--- config.mk ---
export PLATFORM = sky130hd
export DESIGN_NAME = gals_producer_flat
export DESIGN_NICKNAME = d
export VERILOG_FILES = /design/src/rtl/gals_producer_if.sv /design/src/rtl/gals_producer.sv /design/src/flat_wrapper.sv
export SDC_FILE = /design/constraint.sdc
export NUM_CORES = 1
export LEC_CHECK = 0
export CAP_MARGIN = 20
export CORE_MARGIN = 1.5
export CORE_UTILIZATION = 47
export DETAILED_ROUTE_END_ITERATION = 10
export DONT_BUFFER_PORTS = 1
export HOLD_SLACK_MARGIN = 0.15
export PLACE_DENSITY = 0.67
export SKIP_LAST_GASP = 1
export SLEW_MARGIN = 10
export SYNTH_ARGS = -nofsm -noshare
export SYNTH_HDL_FRONTEND = slang
export SYNTH_SLANG_ARGS = --single-unit
--- constraint.sdc ---
create_clock -name clock_1 -period 3.7 [get_ports clock_1]
set_clock_uncertainty 0.05 [all_clocks]
set_input_delay 0.74 -clock clock_1 [delete_from_list [all_inputs] [get_ports clock_1]]
set_output_delay 0.74 -clock clock_1 [all_outputs]
set_load 0.02 [all_outputs]
--- src/rtl/gals_producer_if.sv ---
// Bundles the burst request inputs, the FIFO write port and the status outputs of gals_producer.
// The producer uses modport master; the environment or testbench uses slave.
interface gals_producer_if;
  logic        start;
  logic [7:0]  burst_len;
  logic        pattern_sel;
  logic [15:0] seed;
  logic        buffer_full;
  logic        data_1_en;
  logic [15:0] data_1;
  logic        busy;
  logic        done;
  logic [15:0] words_sent;

  modport master (
    input  start, burst_len, pattern_sel, seed, buffer_full,
    output data_1_en, data_1, busy, done, words_sent
  );

  modport slave (
    output start, burst_len, pattern_sel, seed, buffer_full,
    input  data_1_en, data_1, busy, done, words_sent
  );
endinterface

--- src/rtl/gals_producer.sv ---
// Burst producer feeding the write side of the GALS FIFO: header, payload (incrementing or LFSR), optional trailer.
// Define PRODUCER_CHECKSUM_EN to append an XOR checksum trailer word to every burst.
module gals_producer (
  input  logic            clock_1,
  input  logic            reset,
  gals_producer_if.master prod_if
);

  localparam logic [7:0] HDR_TAG    = 8'hA5;
  localparam logic [2:0] ST_IDLE    = 3'd0;
  localparam logic [2:0] ST_HEADER  = 3'd1;
  localparam logic [2:0] ST_PAYLOAD = 3'd2;
`ifdef PRODUCER_CHECKSUM_EN
  localparam logic [2:0] ST_CHECKSUM = 3'd3;
`endif
  localparam logic [2:0] ST_DONE    = 3'd4;

  logic [2:0]  state_q, state_d;
  logic [15:0] data_q, data_d;
  logic        en_q, en_d;
  logic        done_q, done_d;
  logic        busy_q, busy_d;
  logic [15:0] words_q, words_d;
  logic [7:0]  len_q, len_d;
  logic [7:0]  cnt_q, cnt_d;
  logic        mode_q, mode_d;
  logic [15:0] pat_q, pat_d;
`ifdef PRODUCER_CHECKSUM_EN
  logic [15:0] csum_q, csum_d;
  logic [15:0] trailer;
`endif

  logic        accept;
  logic        end_burst;
  logic [15:0] pat_next;
  logic [15:0] header_word;
  logic [15:0] first_word;

  // Fibonacci LFSR x^16+x^14+x^13+x^11+1, shifting left with feedback into bit 0.
  function automatic logic [15:0] lfsr_step(input logic [15:0] v);
    return {v[14:0], v[15] ^ v[13] ^ v[12] ^ v[10]};
  endfunction

  assign accept      = en_q && !prod_if.buffer_full;
  assign pat_next    = mode_q ? lfsr_step(pat_q) : pat_q + 16'd1;
  assign header_word = {HDR_TAG, prod_if.burst_len};
  // An all-zero LFSR would lock up, so a zero seed is replaced by 1 in LFSR mode.
  assign first_word  = (prod_if.pattern_sel && (prod_if.seed == 16'h0000)) ? 16'h0001 : prod_if.seed;

  always_comb begin
    state_d   = state_q;
    data_d    = data_q;
    en_d      = en_q;
    done_d    = 1'b0;
    words_d   = words_q;
    len_d     = len_q;
    cnt_d     = cnt_q;
    mode_d    = mode_q;
    pat_d     = pat_q;
    end_burst = 1'b0;
`ifdef PRODUCER_CHECKSUM_EN
    csum_d    = csum_q;
    trailer   = csum_q;
`endif

    if (accept) begin
      words_d = words_q + 16'd1;
    end

    case (state_q)
      ST_IDLE: begin
        if (prod_if.start) begin
          len_d   = prod_if.burst_len;
          mode_d  = prod_if.pattern_sel;
          pat_d   = first_word;
          data_d  = header_word;
          en_d    = 1'b1;
          state_d = ST_HEADER;
`ifdef PRODUCER_CHECKSUM_EN
          csum_d  = header_word;
`endif
        end
      end

      ST_HEADER: begin
        if (accept) begin
          if (len_q != 8'd0) begin
            state_d = ST_PAYLOAD;
            data_d  = pat_q;
            pat_d   = pat_next;
            cnt_d   = 8'd0;
          end else begin
            end_burst = 1'b1;
          end
        end
      end

      ST_PAYLOAD: begin
        if (accept) begin
          cnt_d = cnt_q + 8'd1;
`ifdef PRODUCER_CHECKSUM_EN
          csum_d  = csum_q ^ data_q;
          trailer = csum_q ^ data_q;
`endif
          if (cnt_q == len_q - 8'd1) begin
            end_burst = 1'b1;
          end else begin
            data_d = pat_q;
            pat_d  = pat_next;
          end
        end
      end

`ifdef PRODUCER_CHECKSUM_EN
      ST_CHECKSUM: begin
        if (accept) begin
          state_d = ST_DONE;
          en_d    = 1'b0;
          data_d  = 16'h0000;
          done_d  = 1'b1;
        end
      end
`endif

      ST_DONE: begin
        state_d = ST_IDLE;
        en_d    = 1'b0;
      end

      default: begin
        state_d = ST_IDLE;
        en_d    = 1'b0;
        data_d  = 16'h0000;
      end
    endcase

    if (end_burst) begin
`ifdef PRODUCER_CHECKSUM_EN
      state_d = ST_CHECKSUM;
      data_d  = trailer;
`else
      state_d = ST_DONE;
      en_d    = 1'b0;
      data_d  = 16'h0000;
      done_d  = 1'b1;
`endif
    end

    busy_d = (state_d != ST_IDLE);
  end

  always_ff @(posedge clock_1 or posedge reset) begin
    if (reset) begin
      state_q <= ST_IDLE;
      data_q  <= 16'h0000;
      en_q    <= 1'b0;
      done_q  <= 1'b0;
      busy_q  <= 1'b0;
      words_q <= 16'h0000;
      len_q   <= 8'd0;
      cnt_q   <= 8'd0;
      mode_q  <= 1'b0;
      pat_q   <= 16'h0000;
`ifdef PRODUCER_CHECKSUM_EN
      csum_q  <= 16'h0000;
`endif
    end else begin
      state_q <= state_d;
      data_q  <= data_d;
      en_q    <= en_d;
      done_q  <= done_d;
      busy_q  <= busy_d;
      words_q <= words_d;
      len_q   <= len_d;
      cnt_q   <= cnt_d;
      mode_q  <= mode_d;
      pat_q   <= pat_d;
`ifdef PRODUCER_CHECKSUM_EN
      csum_q  <= csum_d;
`endif
    end
  end

  assign prod_if.data_1_en  = en_q;
  assign prod_if.data_1     = data_q;
  assign prod_if.busy       = busy_q;
  assign prod_if.done       = done_q;
  assign prod_if.words_sent = words_q;

endmodule
--- src/flat_wrapper.sv ---
// flat-port wrapper written by rule: the top's interface ports become plain ports
module gals_producer_flat 
  (clock_1, reset, prod_if_start, prod_if_burst_len, prod_if_pattern_sel, prod_if_seed, prod_if_buffer_full, prod_if_data_1_en, prod_if_data_1, prod_if_busy, prod_if_done, prod_if_words_sent);
  gals_producer_if prod_if_i ();
  input  logic clock_1;
  input  logic reset;
  input wire logic [$bits(prod_if_i.start)-1:0] prod_if_start;
  input wire logic [$bits(prod_if_i.burst_len)-1:0] prod_if_burst_len;
  input wire logic [$bits(prod_if_i.pattern_sel)-1:0] prod_if_pattern_sel;
  input wire logic [$bits(prod_if_i.seed)-1:0] prod_if_seed;
  input wire logic [$bits(prod_if_i.buffer_full)-1:0] prod_if_buffer_full;
  output wire logic [$bits(prod_if_i.data_1_en)-1:0] prod_if_data_1_en;
  output wire logic [$bits(prod_if_i.data_1)-1:0] prod_if_data_1;
  output wire logic [$bits(prod_if_i.busy)-1:0] prod_if_busy;
  output wire logic [$bits(prod_if_i.done)-1:0] prod_if_done;
  output wire logic [$bits(prod_if_i.words_sent)-1:0] prod_if_words_sent;
  assign prod_if_i.start = prod_if_start;
  assign prod_if_i.burst_len = prod_if_burst_len;
  assign prod_if_i.pattern_sel = prod_if_pattern_sel;
  assign prod_if_i.seed = prod_if_seed;
  assign prod_if_i.buffer_full = prod_if_buffer_full;
  assign prod_if_data_1_en = prod_if_i.data_1_en;
  assign prod_if_data_1 = prod_if_i.data_1;
  assign prod_if_busy = prod_if_i.busy;
  assign prod_if_done = prod_if_i.done;
  assign prod_if_words_sent = prod_if_i.words_sent;
  gals_producer u_core (.clock_1(clock_1), .reset(reset), .prod_if(prod_if_i));
endmodule
==> Yosys cells after proc, flatten, opt, wreduce, memory -nomap -nowiden <==
Cells that the tools add are included.
{ "word_totals": {"ff_bits": 71, "latchBits": 0, "mem_bits_rw": 0, "romBits": 0, "in_bits": 29, "output_inout_bits": 35, "wordCells": 81, "n_memories": 0} }
{ "op_classes": {"n_addsub": 4, "multipliers": 0, "div_mod_pow": 0, "n_lt_le_gt_ge": 0, "n_eq_ne": 16, "shifts": 0, "n_mux": 33, "n_bitwise": 3, "n_reduce_logical": 15} }
{ "op_table": {"columns": ["cell", "n"], "rows": [
  ["2-to-1 mux 16 bit", 13],
  ["one-hot mux 16 bit (4 select lines)", 1],
  ["one-hot mux 16 bit (3 select lines)", 1],
  ["adder 16 x 1 -> 16 bit, second input constant", 2],
  ["2-to-1 mux 8 bit", 3],
  ["zero test 16 bit", 1],
  ["one-hot mux 8 bit (2 select lines)", 1],
  ["2-to-1 mux 3 bit", 4],
  ["AND reduction 6 bit", 2],
  ["!= test 2 x 1 -> 1 bit, second input constant", 5],
  ["!= test 3 x 1 -> 1 bit, second input constant", 3],
  ["one-hot mux 3 bit (3 select lines)", 1],
  ["adder 8 x 1 -> 8 bit, second input constant", 1],
  ["equality test 8 bit", 1],
  ["nonzero test 8 bit", 1],
  ["subtractor 8 x 1 -> 8 bit, second input constant", 1],
  ["2-to-1 mux 1 bit", 7],
  ["!= test 3 x 2 -> 1 bit, second input constant", 2],
  ["nonzero test 3 bit", 2],
  ["!= test 2 bit, second input constant", 2],
  ["one-hot mux 1 bit (2 select lines)", 2],
  ["AND reduction 2 bit", 2],
  ["AND reduction 4 bit", 1],
  ["equality test 3 x 1 -> 1 bit, second input constant", 1],
  ["8 further kinds", 11]
]} }

==> Longest topological paths before layout <==
{ "logic_depth": {"ltp_word": 7, "mapped_depth": 10, "depth_no_buf": 8} }

==> Worst setup path after synthesis <==
OpenSTA, ideal clock, no wires.
{ "synth_timing": {"path_kind": "register to register", "from": "register u_core.len_q[0]", "to": "register u_core.data_q[1] (netlist: u_core.prod_if.data_1[1])", "setup_ns": 0.126, "arrival_time_ns": 2.348, "required_time_ns": 3.524, "setup_slack_ns": 1.176, "stages_incl_launch_ff": 9, "path_buffers": 1, "synth_period_minus_slack_ns": 2.524, "path_cell_list": "dfrtp_1 > inv_1 > ha_1 > and3_1 > or4b_4 > or3_1 > and2_1 > buf_6 > a221o_1"} }
{ "synth_via": {"elab_chain_cells": 7, "elab_cells_between_ends": 16, "classes_between": "add/sub (1); eq/ne (7); mux (6); reduce/logical (2)"} }
{ "synth_rtl": {"columns": ["element", "line_no", "text"], "rows": [
  ["from (decl)", "gals_producer.sv:24", "logic [7:0] len_q, len_d;"],
  ["from (signal assigned)", "gals_producer.sv:174", "len_q <= len_d;"],
  ["subtractor 8 x 1 -> 8 bit", "gals_producer.sv:105", "if (cnt_q == len_q - 8'd1) begin"],
  ["equality test 8 bit", "gals_producer.sv:105", null],
  ["2-to-1 mux 1 bit", "gals_producer.sv:105", null],
  ["2-to-1 mux 1 bit", "gals_producer.sv:99", "if (accept) begin"],
  ["one-hot mux 1 bit (2 select lines)", "gals_producer.sv:70", "case (state_q)"],
  ["!= test 3 x 1 -> 1 bit (no source line) (tied with other cells)", null, null],
  ["AND reduction 6 bit (no source line)", null, null],
  ["to (signal assigned)", "gals_producer.sv:169", "data_q <= data_d;"],
  ["to (decl)", "gals_producer.sv:19", "logic [15:0] data_q, data_d;"]
]} }
Several ways; a longest one is shown, not always the timed one.
A chain may end at the register's enable or synchronous reset.

==> Worst setup path after layout <==
{ "layout_timing": {"from": "register u_core.len_q[0]", "to": "register u_core.data_q[7] (netlist: u_core.prod_if.data_1[7])"} }
The elaborated chain is that of the path after synthesis.

==> results_dict.tcl <==
set metrics [dict create \
    grt_max_degree 33 \
    yosys_warnings 0 \
    insertion_delay_ps 350 \
    worstMarginPinSlew_ps 997 \
    drive_above_1_share 0.0924 \
    post_drt_wl_per_cell_um 18.6 \
    crit_chain "inv_1 -> ha_1 -> and3_1 -> or4b_4 -> or3_1 -> and2_1 -> a221o_1" \
    ant_nets 0 \
    setup_tns_ps 0 \
    gp_congestion 0.858 \
    start_kind "flip-flop" \
    path_clk_slew_ps 90 \
    num_antenna_cells 0 \
    crit_start "u_core.len_q[0]$_DFFE_PP0P_" \
    avgSynthCellArea_um2 9.26 \
    cp_data_required_time_ps 3890 \
    cp.arrival_ps 2910 \
    ys_ff_latch 71 \
    slew_viol_final 0 \
    yosysSeqAreaShare 0.448 \
    setup_viol 0 \
    clockBufferDepth 2 \
    holdBufCountCts 0 \
    viasPerCell 6.11 \
    io_pins 64 \
    cp_max_fo 8 \
    synth_edf_count 0 \
    routed_wl_um 9800 \
    worstSetupPathType "flip-flop to flip-flop" \
    post-route-period-util 0.735 \
    cts_resized 0 \
    min_period_ps 2720 \
    antenna_found_initial 0 \
    pre_cts_slack_ps 1010 \
    cts_setup_buffers 0 \
    fp.dieW_um 94.8 \
    final_cell_mix "dfrtp_1 (71), nor2_1 (41), a21oi_1 (36)" \
    final_nets 451 \
    via_count 3220 \
    end_kind "flip-flop" \
    fmax_ghz 0.368 \
    status "finished clean" \
    leakagePower_nw 1.85 \
    netlist_area_um2 3960 \
    drt_iter0_markers 300 \
    core_area_um2 8180 \
    cts_inserted_buffers 9 \
    num_rows 33 \
    die_h_um 94.8 \
    fin_ws_ps 981 \
    htreeDepth 3 \
    timing.slew.headroom 0.335 \
    cts-root-buf "clkbuf_8" \
    cts_tree "done" \
    critPathBufInv 1 \
    ys.flop_type "dfrtp_1" \
    initial_core_util 0.485 \
    rsz0062_at_grt "false" \
    layout_commonest_cell "dfrtp_1" \
    cts_sinks 71 \
    cap_violations 0 \
    hold_viol 0 \
    grtUsageTotal 0.226 \
    netlist-cell-type-count 50 \
    max_stage_delay_ps 560 \
    cp_slowest_cell "or4b_4" \
    critical-path-top-delay-family "simple AND/OR/NAND/NOR gates" \
    hold_class "input pin to async pin" \
    synthArstFlopShare 1.00 \
    dr.pass1.iters 4 \
    hpwl_um 7130 \
    syn-num-nets 462 \
    drc 0 \
    ir_drop_mv 0.342 \
    die-area_um2 8990 \
    io_buffers 0 \
    p_per_area_nw_per_um2 965 \
    grt_pass1_wl_um 15400 \
    gr-total-overflow 0 \
    areaGrowthSynthToFinish_pct 6.19 \
    timing.rr.start "u_core.len_q[0]$_DFFE_PP0P_" \
    synthCells 428 \
    grt_pass1_vias 2995 \
]
==> power by group <==
part | switching, mW | total, mW | leakage [nW] | internal [mW]
logic | 0.970 | 1.73 | 0.859 | 0.761
registers | 0.633 | 1.69 | 0.899 | 1.06
clock network | 0.322 | 0.635 | 0.0956 | 0.312
==> per-layer routing <==
metal,global-route usage,part of all wire
met1,0.308,0.45
met2,0.340,0.44
met3,0.0612,0.092
met4,0.0896,0.017
met5,0,0
==> sequential cells by signal (all words and copies together), names as in the netlist <==
name,cells
u_core.pat_q,16
u_core.prod_if.words_sent,16
u_core.prod_if.busy,1
u_core.prod_if.done,1
u_core.cnt_q,8
u_core.state_q,3
u_core.prod_if.data_1,16
u_core.len_q,8
u_core.prod_if.data_1_en,1
u_core.mode_q,1
==> cell families (layout without fill, tap and decap cells) <==
group	Yosys count	after routing	synth area share
buffers and inverters	38	32	0.0410
AOI/OAI and AO/OA	98	98	0.158
adders and majority gates	5	5	0.0158
DFF	71	71	0.448
muxes	12	12	0.0322
xor gates and xnor gates	40	40	0.0884
and+or+nand+nor	164	164	0.217
==> area by class of cell <==
cell class	count	area, um2
Clock buffer	9	124
Clock inverter	7	72.6
Fill cell	761	3970
Inverter	10	37.5
Multi-Input combinational cell	319	2020
Sequential cell	71	1780
Tap cell	105	131
Timing Repair Buffer	6	42.5
==> through the flow <==
| step | util | std cells | cell area (um2) | hold slack, ps | total power, mW |
|---|---|---|---|---|---|
| final | 0.515 | 527 | 4210 | 236 | 4.06 |
| after global routing | 0.515 | 527 | 4210 | 267 | 4.36 |
| after CTS | 0.514 | 526 | 4200 | 250 | 4.05 |
| after detailed placement | 0.490 | 510 | 4010 | 462 | 3.41 |
| after global placement | 0.490 | 510 | 4010 | 478 | 3.36 |
| after floorplan | - | 428 | 3960 | 435 | 3.01 |
==> path summary, 6_finish.rpt <==
kind | end | slack (ps) | cells after the start
hold / removal | u_core.pat_q[5]$_DFFE_PP0P_ | 240 | 1
min in group clock_1 | u_core.len_q[7]$_DFFE_PP0P_ | 490 | 1
max in group asynchronous | u_core.len_q[2]$_DFFE_PP0P_ | 2590 | 2
hold reg to reg | u_core.len_q[7]$_DFFE_PP0P_ | 490 | 1
setup / recovery | u_core.prod_if.data_1[7]$_DFFE_PP0P_ | 980 | 7
setup reg to reg | u_core.prod_if.data_1[7]$_DFFE_PP0P_ | 980 | 7
==> synth_stat cells, drive strengths merged, types with 2 or more instances <==
master	instances	share of area
dfrtp	71	0.45
or3	2	0.0032
inv	10	0.0095
nand3	21	0.027
o221ai	2	0.0044
xor2	15	0.033
xnor2	25	0.055
or4b	2	0.0060
nor4	7	0.016
and2	2	0.0032
a221o	8	0.020
ha	5	0.016
nor2b	4	0.0063
or3b	2	0.0044
mux2	6	0.017
nand2	34	0.032
a21oi	36	0.045
a22oi	4	0.0076
a21o	11	0.021
a31oi	5	0.0079
nor3	9	0.011
nor3b	3	0.0057
clkbuf	20	0.019
mux2i	6	0.015
a211oi	4	0.0076
nand3b	3	0.0057
and4	2	0.0044
nor2	41	0.039
o21ai	18	0.023
o31ai	2	0.0038
and3	15	0.024
nand4	12	0.019
buf	8	0.013
o22ai	2	0.0032
nand2b	2	0.0032
Note: power is estimated with default switching activity, not from simulation.
